### config.mk
export PLATFORM = sky130hd
export DESIGN_NAME = eth_rx_fcs_check
export DESIGN_NICKNAME = d
export VERILOG_FILES = /design/src/rtl/eth_pkg.sv /design/src/rtl/eth_crc32_d8.sv /design/src/rtl/eth_rx_fcs_check.sv
export SDC_FILE = /design/constraint.sdc
export NUM_CORES = 1
export LEC_CHECK = 0
export ABC_AREA = 0
export BUFFER_PORTS_ARGS = -buffer_cell sky130_fd_sc_hd__buf_2
export CORE_MARGIN = 1.5
export CORE_UTILIZATION = 55
export DETAILED_ROUTE_END_ITERATION = 8
export PLACE_DENSITY = 0.8
export SETUP_SLACK_MARGIN = 0.4
export SLEW_MARGIN = 10
export SYNTH_ARGS = -nofsm -noshare
export SYNTH_HDL_FRONTEND = slang
export SYNTH_SLANG_ARGS = --single-unit
export TNS_END_PERCENT = 5
### constraint.sdc
create_clock -name clock -period 5.21 [get_ports clock]
set_input_delay 1.042 -clock clock [delete_from_list [all_inputs] [get_ports clock]]
set_output_delay 1.042 -clock clock [all_outputs]
set_load 0.01 [all_outputs]
### src/rtl/eth_pkg.sv
// Shared Ethernet constants and types for the receive FCS checker and a future TX FCS generator.
package eth_pkg;

   localparam logic [31:0] CRC32_POLY_REFLECTED = 32'hEDB88320;
   localparam logic [31:0] CRC32_INIT           = 32'hFFFFFFFF;
   localparam logic [31:0] CRC32_RESIDUE        = 32'hDEBB20E3;

   localparam int ETH_MIN_FRAME_LEN = 64;
   localparam int ETH_MAX_FRAME_LEN = 1522;

   typedef struct packed {
      logic drop;
      logic oversize;
      logic runt;
      logic fcs_bad;
   } frame_status_t;

   typedef enum logic [1:0] {
      ST_IDLE = 2'd0,
      ST_FILL = 2'd1,
      ST_PASS = 2'd2
   } rx_state_e;

endpackage

### src/rtl/eth_crc32_d8.sv
// Combinational CRC-32 update for one byte, reflected polynomial, byte consumed LSB first.
module eth_crc32_d8
   import eth_pkg::*;
(
   input  logic [31:0] crc_in,
   input  logic [7:0]  data_in,
   output logic [31:0] crc_out
);

   logic [31:0] c;

   always_comb begin
      c = crc_in ^ {24'd0, data_in};
      for (int i = 0; i < 8; i++) begin
         c = c[0] ? ((c >> 1) ^ CRC32_POLY_REFLECTED) : (c >> 1);
      end
      crc_out = c;
   end

endmodule

### src/rtl/eth_rx_fcs_check.sv
// Receive FCS/length/MAC-error checker that strips the 4 FCS bytes through a 4-byte delay line.
// Optional per-frame statistics counters are enabled with ETH_RX_FCS_CHECK_STATS_EN.
module eth_rx_fcs_check
   import eth_pkg::*;
#(
   parameter int MIN_FRAME_LEN = ETH_MIN_FRAME_LEN,
   parameter int MAX_FRAME_LEN = ETH_MAX_FRAME_LEN,
   parameter int LEN_WIDTH     = 11
) (
   input  logic                 clock,
   input  logic                 aresetn,
   input  logic [7:0]           saxis_tdata,
   input  logic                 saxis_tvalid,
   input  logic                 saxis_tuser,
   input  logic                 saxis_tlast,
   output logic [7:0]           maxis_tdata,
   output logic                 maxis_tvalid,
   output logic                 maxis_tuser,
   output logic                 maxis_tlast,
   output logic                 frame_done,
   output logic [LEN_WIDTH-1:0] frame_len,
   output logic [3:0]           frame_status
`ifdef ETH_RX_FCS_CHECK_STATS_EN
   ,
   input  logic                 stat_clear,
   output logic [31:0]          stat_good,
   output logic [31:0]          stat_bad,
   output logic [31:0]          stat_drop
`endif
);

   localparam logic [LEN_WIDTH-1:0] MIN_LEN = LEN_WIDTH'(MIN_FRAME_LEN);
   localparam logic [LEN_WIDTH-1:0] MAX_LEN = LEN_WIDTH'(MAX_FRAME_LEN);

   rx_state_e            state_q, state_d;
   logic [2:0]           fill_q, fill_d;
   logic [7:0]           dly_q [4];
   logic [7:0]           dly_d [4];
   logic [7:0]           dly_shift [4];
   logic [LEN_WIDTH-1:0] count_q, count_d, count_inc;
   logic                 mac_err_q, mac_err_d, mac_now;
   logic [31:0]          crc_q, crc_d, crc_next;
   frame_status_t        status_now;

   logic [7:0]           m_tdata_q, m_tdata_d;
   logic                 m_tvalid_q, m_tvalid_d;
   logic                 m_tuser_q, m_tuser_d;
   logic                 m_tlast_q, m_tlast_d;
   logic                 done_q, done_d;
   logic [LEN_WIDTH-1:0] len_q, len_d;
   frame_status_t        status_q, status_d;

   logic beat, frame_end;
   assign beat      = saxis_tvalid;
   assign frame_end = saxis_tvalid & saxis_tlast;

   eth_crc32_d8 u_crc (
      .crc_in  (crc_q),
      .data_in (saxis_tdata),
      .crc_out (crc_next)
   );

   assign dly_shift[0] = saxis_tdata;
   generate
      for (genvar gi = 1; gi < 4; gi++) begin : g_shift
         assign dly_shift[gi] = dly_q[gi-1];
      end
   endgenerate

   assign count_inc = (count_q == {LEN_WIDTH{1'b1}}) ? count_q : count_q + 1'b1;
   assign mac_now   = mac_err_q | saxis_tuser;

   // With fewer than 5 bytes there is no complete FCS behind a payload, so only the MAC error counts as bad.
   always_comb begin
      status_now.drop     = (state_q != ST_PASS);
      status_now.oversize = (count_inc > MAX_LEN);
      status_now.runt     = (count_inc < MIN_LEN);
      status_now.fcs_bad  = mac_now | ((state_q == ST_PASS) & (crc_next != CRC32_RESIDUE));
   end

   always_ff @(posedge clock or negedge aresetn) begin
      if (!aresetn) begin
         state_q <= ST_IDLE;
      end else begin
         state_q <= state_d;
      end
   end

   always_comb begin
      state_d = state_q;
      case (state_q)
         ST_IDLE: if (beat && !saxis_tlast) state_d = ST_FILL;
         ST_FILL: begin
            if (frame_end)                 state_d = ST_IDLE;
            else if (beat && fill_q == 3'd3) state_d = ST_PASS;
         end
         ST_PASS: if (frame_end) state_d = ST_IDLE;
         default: state_d = ST_IDLE;
      endcase
   end

   always_comb begin
      fill_d     = fill_q;
      dly_d      = dly_q;
      count_d    = count_q;
      mac_err_d  = mac_err_q;
      crc_d      = crc_q;
      m_tdata_d  = 8'd0;
      m_tvalid_d = 1'b0;
      m_tuser_d  = 1'b0;
      m_tlast_d  = 1'b0;
      done_d     = 1'b0;
      len_d      = '0;
      status_d   = '0;
      if (beat) begin
         dly_d     = dly_shift;
         crc_d     = crc_next;
         count_d   = count_inc;
         mac_err_d = mac_now;
         if (fill_q != 3'd4) fill_d = fill_q + 3'd1;
         if (state_q == ST_PASS) begin
            m_tvalid_d = 1'b1;
            m_tdata_d  = dly_q[3];
            m_tlast_d  = saxis_tlast;
            m_tuser_d  = saxis_tlast & (|status_now);
         end
         if (saxis_tlast) begin
            done_d    = 1'b1;
            len_d     = count_inc;
            status_d  = status_now;
            fill_d    = 3'd0;
            count_d   = '0;
            mac_err_d = 1'b0;
            crc_d     = CRC32_INIT;
         end
      end
   end

   always_ff @(posedge clock or negedge aresetn) begin
      if (!aresetn) begin
         fill_q     <= 3'd0;
         for (int i = 0; i < 4; i++) dly_q[i] <= 8'd0;
         count_q    <= '0;
         mac_err_q  <= 1'b0;
         crc_q      <= CRC32_INIT;
         m_tdata_q  <= 8'd0;
         m_tvalid_q <= 1'b0;
         m_tuser_q  <= 1'b0;
         m_tlast_q  <= 1'b0;
         done_q     <= 1'b0;
         len_q      <= '0;
         status_q   <= '0;
      end else begin
         fill_q     <= fill_d;
         dly_q      <= dly_d;
         count_q    <= count_d;
         mac_err_q  <= mac_err_d;
         crc_q      <= crc_d;
         m_tdata_q  <= m_tdata_d;
         m_tvalid_q <= m_tvalid_d;
         m_tuser_q  <= m_tuser_d;
         m_tlast_q  <= m_tlast_d;
         done_q     <= done_d;
         len_q      <= len_d;
         status_q   <= status_d;
      end
   end

   assign maxis_tdata  = m_tdata_q;
   assign maxis_tvalid = m_tvalid_q;
   assign maxis_tuser  = m_tuser_q;
   assign maxis_tlast  = m_tlast_q;
   assign frame_done   = done_q;
   assign frame_len    = len_q;
   assign frame_status = status_q;

`ifdef ETH_RX_FCS_CHECK_STATS_EN
   logic [31:0] good_q, good_d, bad_q, bad_d, drop_q, drop_d;

   // Counters follow the registered status, so a clear during the frame_done cycle discards that frame.
   always_comb begin
      good_d = good_q;
      bad_d  = bad_q;
      drop_d = drop_q;
      if (stat_clear) begin
         good_d = 32'd0;
         bad_d  = 32'd0;
         drop_d = 32'd0;
      end else if (done_q) begin
         if (status_q == '0) good_d = good_q + 32'd1;
         else                bad_d  = bad_q + 32'd1;
         if (status_q.drop)  drop_d = drop_q + 32'd1;
      end
   end

   always_ff @(posedge clock or negedge aresetn) begin
      if (!aresetn) begin
         good_q <= 32'd0;
         bad_q  <= 32'd0;
         drop_q <= 32'd0;
      end else begin
         good_q <= good_d;
         bad_q  <= bad_d;
         drop_q <= drop_d;
      end
   end

   assign stat_good = good_q;
   assign stat_bad  = bad_q;
   assign stat_drop = drop_q;
`endif

endmodule
**Yosys cells after proc, flatten, opt, wreduce, memory -nomap -nowiden**

Cells that the tools add are included.

- Register bits after elaboration: 108
- Memories kept: 0
- Bits in writable memories: 0
- Latch bits: 0
- Input bits: 13
- ROM bits: 0
- Word-level logic and storage cells: 88
- Output and inout bits: 27

- Reduce and logical (&&, ||, !) cells: 8
- Equal/unequal tests: 10
- Shift operators: 0
- Multiply operators: 0
- Add/subtract/negate cells: 2
- Order comparisons: 2
- Multiplexer cells: 33
- Bitwise logic cells: 14
- Div/mod/pow operators: 0

Operators by type and width:

| cell | count |
|---|---|
| $mux W32 | 9 |
| $not A13 Y14 | 8 |
| $mux W11 | 4 |
| $ne A32 B32 Y1 const B | 1 |
| $xor A32 B8 Y32 | 1 |
| $mux W8 | 2 |
| $add A11 B1 Y11 const B | 1 |
| $eq A11 B11 Y1 const B | 1 |
| $gt A11 B11 Y1 const B | 1 |
| $lt A11 B7 Y1 const B | 1 |
| $mux W1 | 9 |
| $mux W2 | 4 |
| $mux W4 | 2 |
| $mux W3 | 2 |
| $ne A2 B2 Y1 const B | 3 |
| $ne A3 B3 Y1 const B | 2 |
| $pmux W2 S3 | 1 |
| $reduce_or A4 Y1 | 1 |
| $add A3 B1 Y3 const B | 1 |
| $and A1 B1 Y1 | 3 |
| $eq A3 B2 Y1 const B | 1 |
| $reduce_and A3 Y1 | 1 |
| $eq A2 B1 Y1 const B | 1 |
| $eq A2 B2 Y1 const B | 1 |
| 6 further kinds | 8 |

**Logic depth before layout (Yosys ltp)**

- Depth after elaboration: 24
- Depth in mapped cells: 9
- Depth with buffers taken out: 9

**Modules after synthesis**

From an unflattened synthesis, not the netlist that was laid out.

- Cells, all modules: 416
- Area total of the unflattened synthesis: 5,491.5 um^2

Modules (own cells, without submodules):

| module | cells an instance | seq. area each (um^2) | instances | area an instance (um^2) |
|---|---|---|---|---|
| eth_rx_fcs_check | 350 | 2,742.6 | 1 | 4,495.6 |
| eth_crc32_d8 | 66 | 0.0 | 1 | 996.0 |

**Worst setup path before layout**

No wires, ideal clock.

- Path type: input -> register
- Start point: input saxis_tdata[5]
- End point: register m_tuser_q, in the netlist maxis_tuser
- Cell stages on the path: 7
- Path slack: 2.110 ns
- Path buffers: 0
- Data arrival time: 2.966 ns
- Library setup time: 0.135 ns
- Required time: 5.075 ns
- Path through: xnor2_2 -> xnor3_1 -> or3_1 -> a22oi_1 -> o2111ai_1 -> nor4_2 -> a31oi_1

- Longest elaborated chain between the ends: 18

Ends and longest elaborated chain:

| what | RTL line | source |
|---|---|---|
| start, declared | eth_rx_fcs_check.sv:12 | `input logic [7:0] saxis_tdata,` |
| $xor A32 B8 Y32 * | eth_crc32_d8.sv:13 | `c = crc_in ^ {24'd0, data_in};` |
| $mux W32 * (6 in a row) | eth_crc32_d8.sv:15 | `c = c[0] ? ((c >> 1) ^ CRC32_POLY_REFLECTED) : (c >> 1);` |
| $not A13 Y14 (no source line) | n/a |  |
| $mux W32 * | eth_crc32_d8.sv:15 |  |
| $not A13 Y14 (no source line) | n/a |  |
| $mux W32 * | eth_crc32_d8.sv:15 |  |
| $ne A32 B32 Y1 * | eth_rx_fcs_check.sv:78 | `status_now.fcs_bad = mac_now \| ((state_q == ST_PASS) & (crc_next != CRC32_RESIDUE));` |
| $and A1 B1 Y1 * | eth_rx_fcs_check.sv:78 |  |
| $or A1 B1 Y1 * | eth_rx_fcs_check.sv:78 |  |
| $reduce_or A4 Y1 * | eth_rx_fcs_check.sv:125 | `m_tuser_d = saxis_tlast & (\|status_now);` |
| $and A1 B1 Y1 * | eth_rx_fcs_check.sv:125 |  |
| $mux W1 * | eth_rx_fcs_check.sv:121 | `if (state_q == ST_PASS) begin` |
| $mux W1 * | eth_rx_fcs_check.sv:115 | `if (beat) begin` |
| via m_tuser_d | eth_rx_fcs_check.sv:47 | `logic m_tuser_q, m_tuser_d;` |
| end signal, assigned | eth_rx_fcs_check.sv:161 | `m_tuser_q <= m_tuser_d;` |
| end, declared | eth_rx_fcs_check.sv:47 |  |

The timed path passes the listed nets; every way through them passes the cells marked *.
A chain may end at the register's enable or synchronous reset.

**Worst setup path after layout**

- Start point: input saxis_tdata[2]
- End point: register m_tuser_q, in the netlist maxis_tuser

- Longest elaborated chain between the ends: 20
- Elaborated cells between the ends (all ways): 21
- Those cells by class: eq/ne: 1; mux: 10; bitwise: 9; reduce/logical: 1

Ends and longest elaborated chain:

| what | RTL line |
|---|---|
| $xor A32 B8 Y32 * | eth_crc32_d8.sv:13 |
| $mux W32 * (3 in a row) | eth_crc32_d8.sv:15 |
| $not A13 Y14 (no source line) | n/a |
| $mux W32 * (2 in a row) | eth_crc32_d8.sv:15 |
| $not A13 Y14 (no source line) / $mux W32 (equally long branches) | n/a |
| $mux W32 * | eth_crc32_d8.sv:15 |
| $not A13 Y14 (no source line) | n/a |
| $mux W32 * | eth_crc32_d8.sv:15 |
| [2 not listed] | n/a |
| $ne A32 B32 Y1 * | eth_rx_fcs_check.sv:78 |
| $and A1 B1 Y1 * | eth_rx_fcs_check.sv:78 |
| $or A1 B1 Y1 * | eth_rx_fcs_check.sv:78 |
| $reduce_or A4 Y1 * | eth_rx_fcs_check.sv:125 |
| $and A1 B1 Y1 * | eth_rx_fcs_check.sv:125 |
| $mux W1 * | eth_rx_fcs_check.sv:121 |
| $mux W1 * | eth_rx_fcs_check.sv:115 |
| via m_tuser_d | eth_rx_fcs_check.sv:47 |

Marks and branches as above.

==> impl_metrics.toml <==
[timing]
tightest_slew_ns = 1.06
fin_skew_ns = 0.00745
whs_ns = 0.460
finalSetupTns_ns = 0
fmax_mhz = 290
finalCriticalPeriod_ns = 3.44
slew_headroom = 0.291
rsz0062_at_grt = "false"
finalSetupViolations = 0
hold_viol_final = 0
min_period_over_period = 0.661
slew_viol_final = 0

[die]
core_um2 = 9770
pin_count = 40
start_util = 0.567
rows = 36
die_h_um = 103
dieArea_um2 = 10700
die_w_um = 103

[logic_synthesis]
synth_sequential_area_ratio = 0.495
yosysUniqueCellTypes = 54
syn_area_per_cell_um2 = 11.5
yosysWarnings = 0
synth_edf_count = 0
synth_seq_cells = 108
netlist_area_um2 = 5540
async_flop_share = 1.00
syn_nets = 499
syn_inst = 481
ys.flop_type = "dfrtp_1"

[finish]
fin_util = 0.620
stdcell_count = 653
stdcell_area_um2 = 6060
n_antenna_cell = 0
drive_above_1_share = 0.271
nNetsFinal = 533
syn_to_final_growth_pct = 9.35

[clocking]
clock_latency_ns = 0.38
cts_tree = "yes"
cts_sinks = 108
post_cts_resized = 0
ctsRootBufferMaster = "clkbuf_8"
cts_buffer_depth = 2
post_cts_buffers = 0
clk_pin_slew_ns = 0.11
htree_levels = 3
postCtsHoldBufs = 0
numCtsBuffers = 9

[worst_setup_path]
path_buf_inv = 1
r2r_end = "maxis_tuser"
cp_top_family = "XOR/XNOR gates"
ff2ff_setup_slack_ns = 2.18
cp_max_fo = 15
cp-end-kind = "flop"
path_common_cell = "xnor2_1"
path_class = "input port to flop"
cp.arrival_ns = 3.70
crit_path_start_kind = "input port"
cp_slowest_stage_delay_ns = 0.83
cpMaxStageDelayCell = "xnor2_2"
path_depth = 8
rr_worst_depth = 7
reg2reg_from = "crc_q[2]"
crit_required_ns = 5.46
crit_chain = "buf_2 -> xnor2_2 -> xnor2_1 -> xnor2_1 -> and3_1 -> o2111ai_1 -> nor4_2 -> a31oi_1"

[grt]
grt_pass1_vias = 3566
grt_max_degree = 87
antenna_found_initial = 0
gr-usage-all-layers = 0.215
grt_overflow_total = 0
grt_pass1_wl_um = 17600

[route]
avgRoutedWirePerCell_um = 16.4
via_count = 3699
drt_first_pass_iters = 5
ant_nets = 0
vias_per_cell = 5.66
wl_um = 10700
first_iter_violations = 160
drc = 0

[pwr]
p_leak_nw = 2.74
ir_drop_mv = 0.485
p_per_area_nw_per_um2 = 611

[min_path]
hold_class = "flop to flop"
whs_path_depth = 1
holdCritStartpoint = "state_q[1]"
hold-path-endpoint = "state_q[0]"

[place]
dpl_cell_area_um2 = 5860
gp_congestion = 0.956
numPortBuffers = 39
dp.cells = 637
dp_hpwl_um = 7350

[outcome]
status = "finished clean"

[run]
drv_cap = 0
## placed cells by master, fill, tap and decap left out, types with 3 or more instances in the layout
cell | netlist | final
a21oi_1 | 38 | 38
a31oi_1 | 3 | 3
and2_1 | 4 | 4
and3_1 | 12 | 12
buf_2 | 1 | 38
buf_4 | 0 | 4
clkbuf_8 | 0 | 9
dfrtp_1 | 76 | 76
dfstp_2 | 32 | 32
ha_1 | 5 | 5
inv_1 | 13 | 13
mux2_2 | 32 | 32
mux2i_1 | 6 | 6
nand2_1 | 19 | 19
nand2b_1 | 3 | 3
nand3_1 | 10 | 10
nand4_1 | 3 | 3
nor2_1 | 61 | 61
nor3_1 | 12 | 12
o2111ai_1 | 3 | 3
o21ai_0 | 8 | 8
o22a_1 | 4 | 4
o22ai_1 | 7 | 7
o2bb2ai_1 | 6 | 6
or4_1 | 3 | 3
xnor2_1 | 36 | 36
xnor2_2 | 3 | 3
xnor2_4 | 5 | 5
xnor3_1 | 11 | 11
xnor3_2 | 4 | 4
xor2_1 | 13 | 13
## final cells by class
cell class,instances,area (um^2)
clock inverter,7,80.1
timing repair buffer,42,220
tap,133,166
inverter,15,56.3
sequential,108,2740
multi-input combinational,339,2670
fill,751,3710
clock buffer,9,124
## metrics by stage
| step | worst slack [ns] | power (mW) |
|---|---|---|
| final | 1.77 | 3.70 |
| after global routing | 1.57 | 3.92 |
| after CTS | 1.76 | 3.70 |
| after detailed placement | 1.39 | 3.17 |
| after global placement | 1.53 | 3.10 |
| after floorplan | 2.11 | 2.80 |
## kinds of logic (layout without fill, tap and decap cells)
family	Yosys count	in the layout	share of synthesized area
AO/OA/AOI/OAI	81	81	0.0907
XOR/XNOR	74	74	0.180
adder cells (fa/ha/maj)	5	5	0.0113
buffers and inverters	34	73	0.0232
flip-flops	108	108	0.495
multiplexers	38	38	0.0758
AND/OR/NAND/NOR	141	141	0.124
## metal layers
metal / global-route usage / part of all wire
met1: 0.285 / 0.43
met2: 0.367 / 0.50
met3: 0.0356 / 0.057
met4: 0.0613 / 0.012
met5: 0 / 0
## state kept, by name, indices dropped and copies added (netlist names)
register / count
crc_q: 32
count_q: 11
state_q: 2
maxis_tuser: 1
frame_done: 1
fill_q: 3
dly_q: 32
frame_len: 11
frame_status: 4
maxis_tlast: 1
maxis_tdata: 8
maxis_tvalid: 1
mac_err_q: 1
## power by group
group	switching (mW)	internal [mW]	leakage, nW	total (mW)
clock	0.320	0.191	0.0994	0.512
combinational	0.985	0.993	1.33	1.98
sequential	0.141	1.07	1.31	1.21
## Yosys cell counts (2+ instances only)
library cell | count | area, um^2
nor2_1 | 61 | 229
dfstp_2 | 32 | 841
xnor2_1 | 36 | 315
xnor3_1 | 11 | 248
xor2_1 | 13 | 114
nor3_2 | 2 | 20.0
xnor3_2 | 4 | 95.1
and2_1 | 4 | 25.0
nand3_1 | 10 | 50.1
o2111ai_1 | 3 | 26.3
xnor2_4 | 5 | 138
ha_1 | 5 | 62.6
inv_1 | 13 | 48.8
or3_1 | 2 | 12.5
o2bb2ai_1 | 6 | 52.6
or4_1 | 3 | 22.5
nand2_1 | 19 | 71.3
a22oi_1 | 2 | 15.0
mux2_2 | 32 | 360
o21ai_0 | 8 | 40.0
xnor2_2 | 3 | 48.8
o21bai_1 | 2 | 15.0
clkbuf_1 | 18 | 67.6
a31oi_1 | 3 | 18.8
nand2b_1 | 3 | 18.8
o22ai_1 | 7 | 43.8
nor3_1 | 12 | 60.1
o22a_1 | 4 | 35.0
nor3b_1 | 2 | 15.0
o21a_1 | 2 | 15.0
and3_1 | 12 | 75.1
dfrtp_1 | 76 | 1900
nand4_1 | 3 | 18.8
a21oi_1 | 38 | 190
mux2i_1 | 6 | 60.1
## how the worst max path moves through the flow
| stage | startpoint | endpoint |
|---|---|---|
| after floorplan | saxis_tdata[5] | maxis_tuser |
| after global placement | saxis_tdata[2] | maxis_tuser |
| after detailed placement | saxis_tdata[2] | maxis_tuser |
| after CTS | saxis_tdata[2] | maxis_tuser |
| after global routing | saxis_tdata[2] | maxis_tuser |
| final | saxis_tdata[2] | maxis_tuser |
## worst register-to-register path, delay by kind of cell (launching register included)
| kind | cells | cell delay [ns] |
|---|---|---|
| simple gates | 2 | 0.65 |
| compound gates | 2 | 0.25 |
| flops | 1 | 0.40 |
| xor+xnor | 3 | 1.61 |
Note: power is estimated with default switching activity, not from simulation.
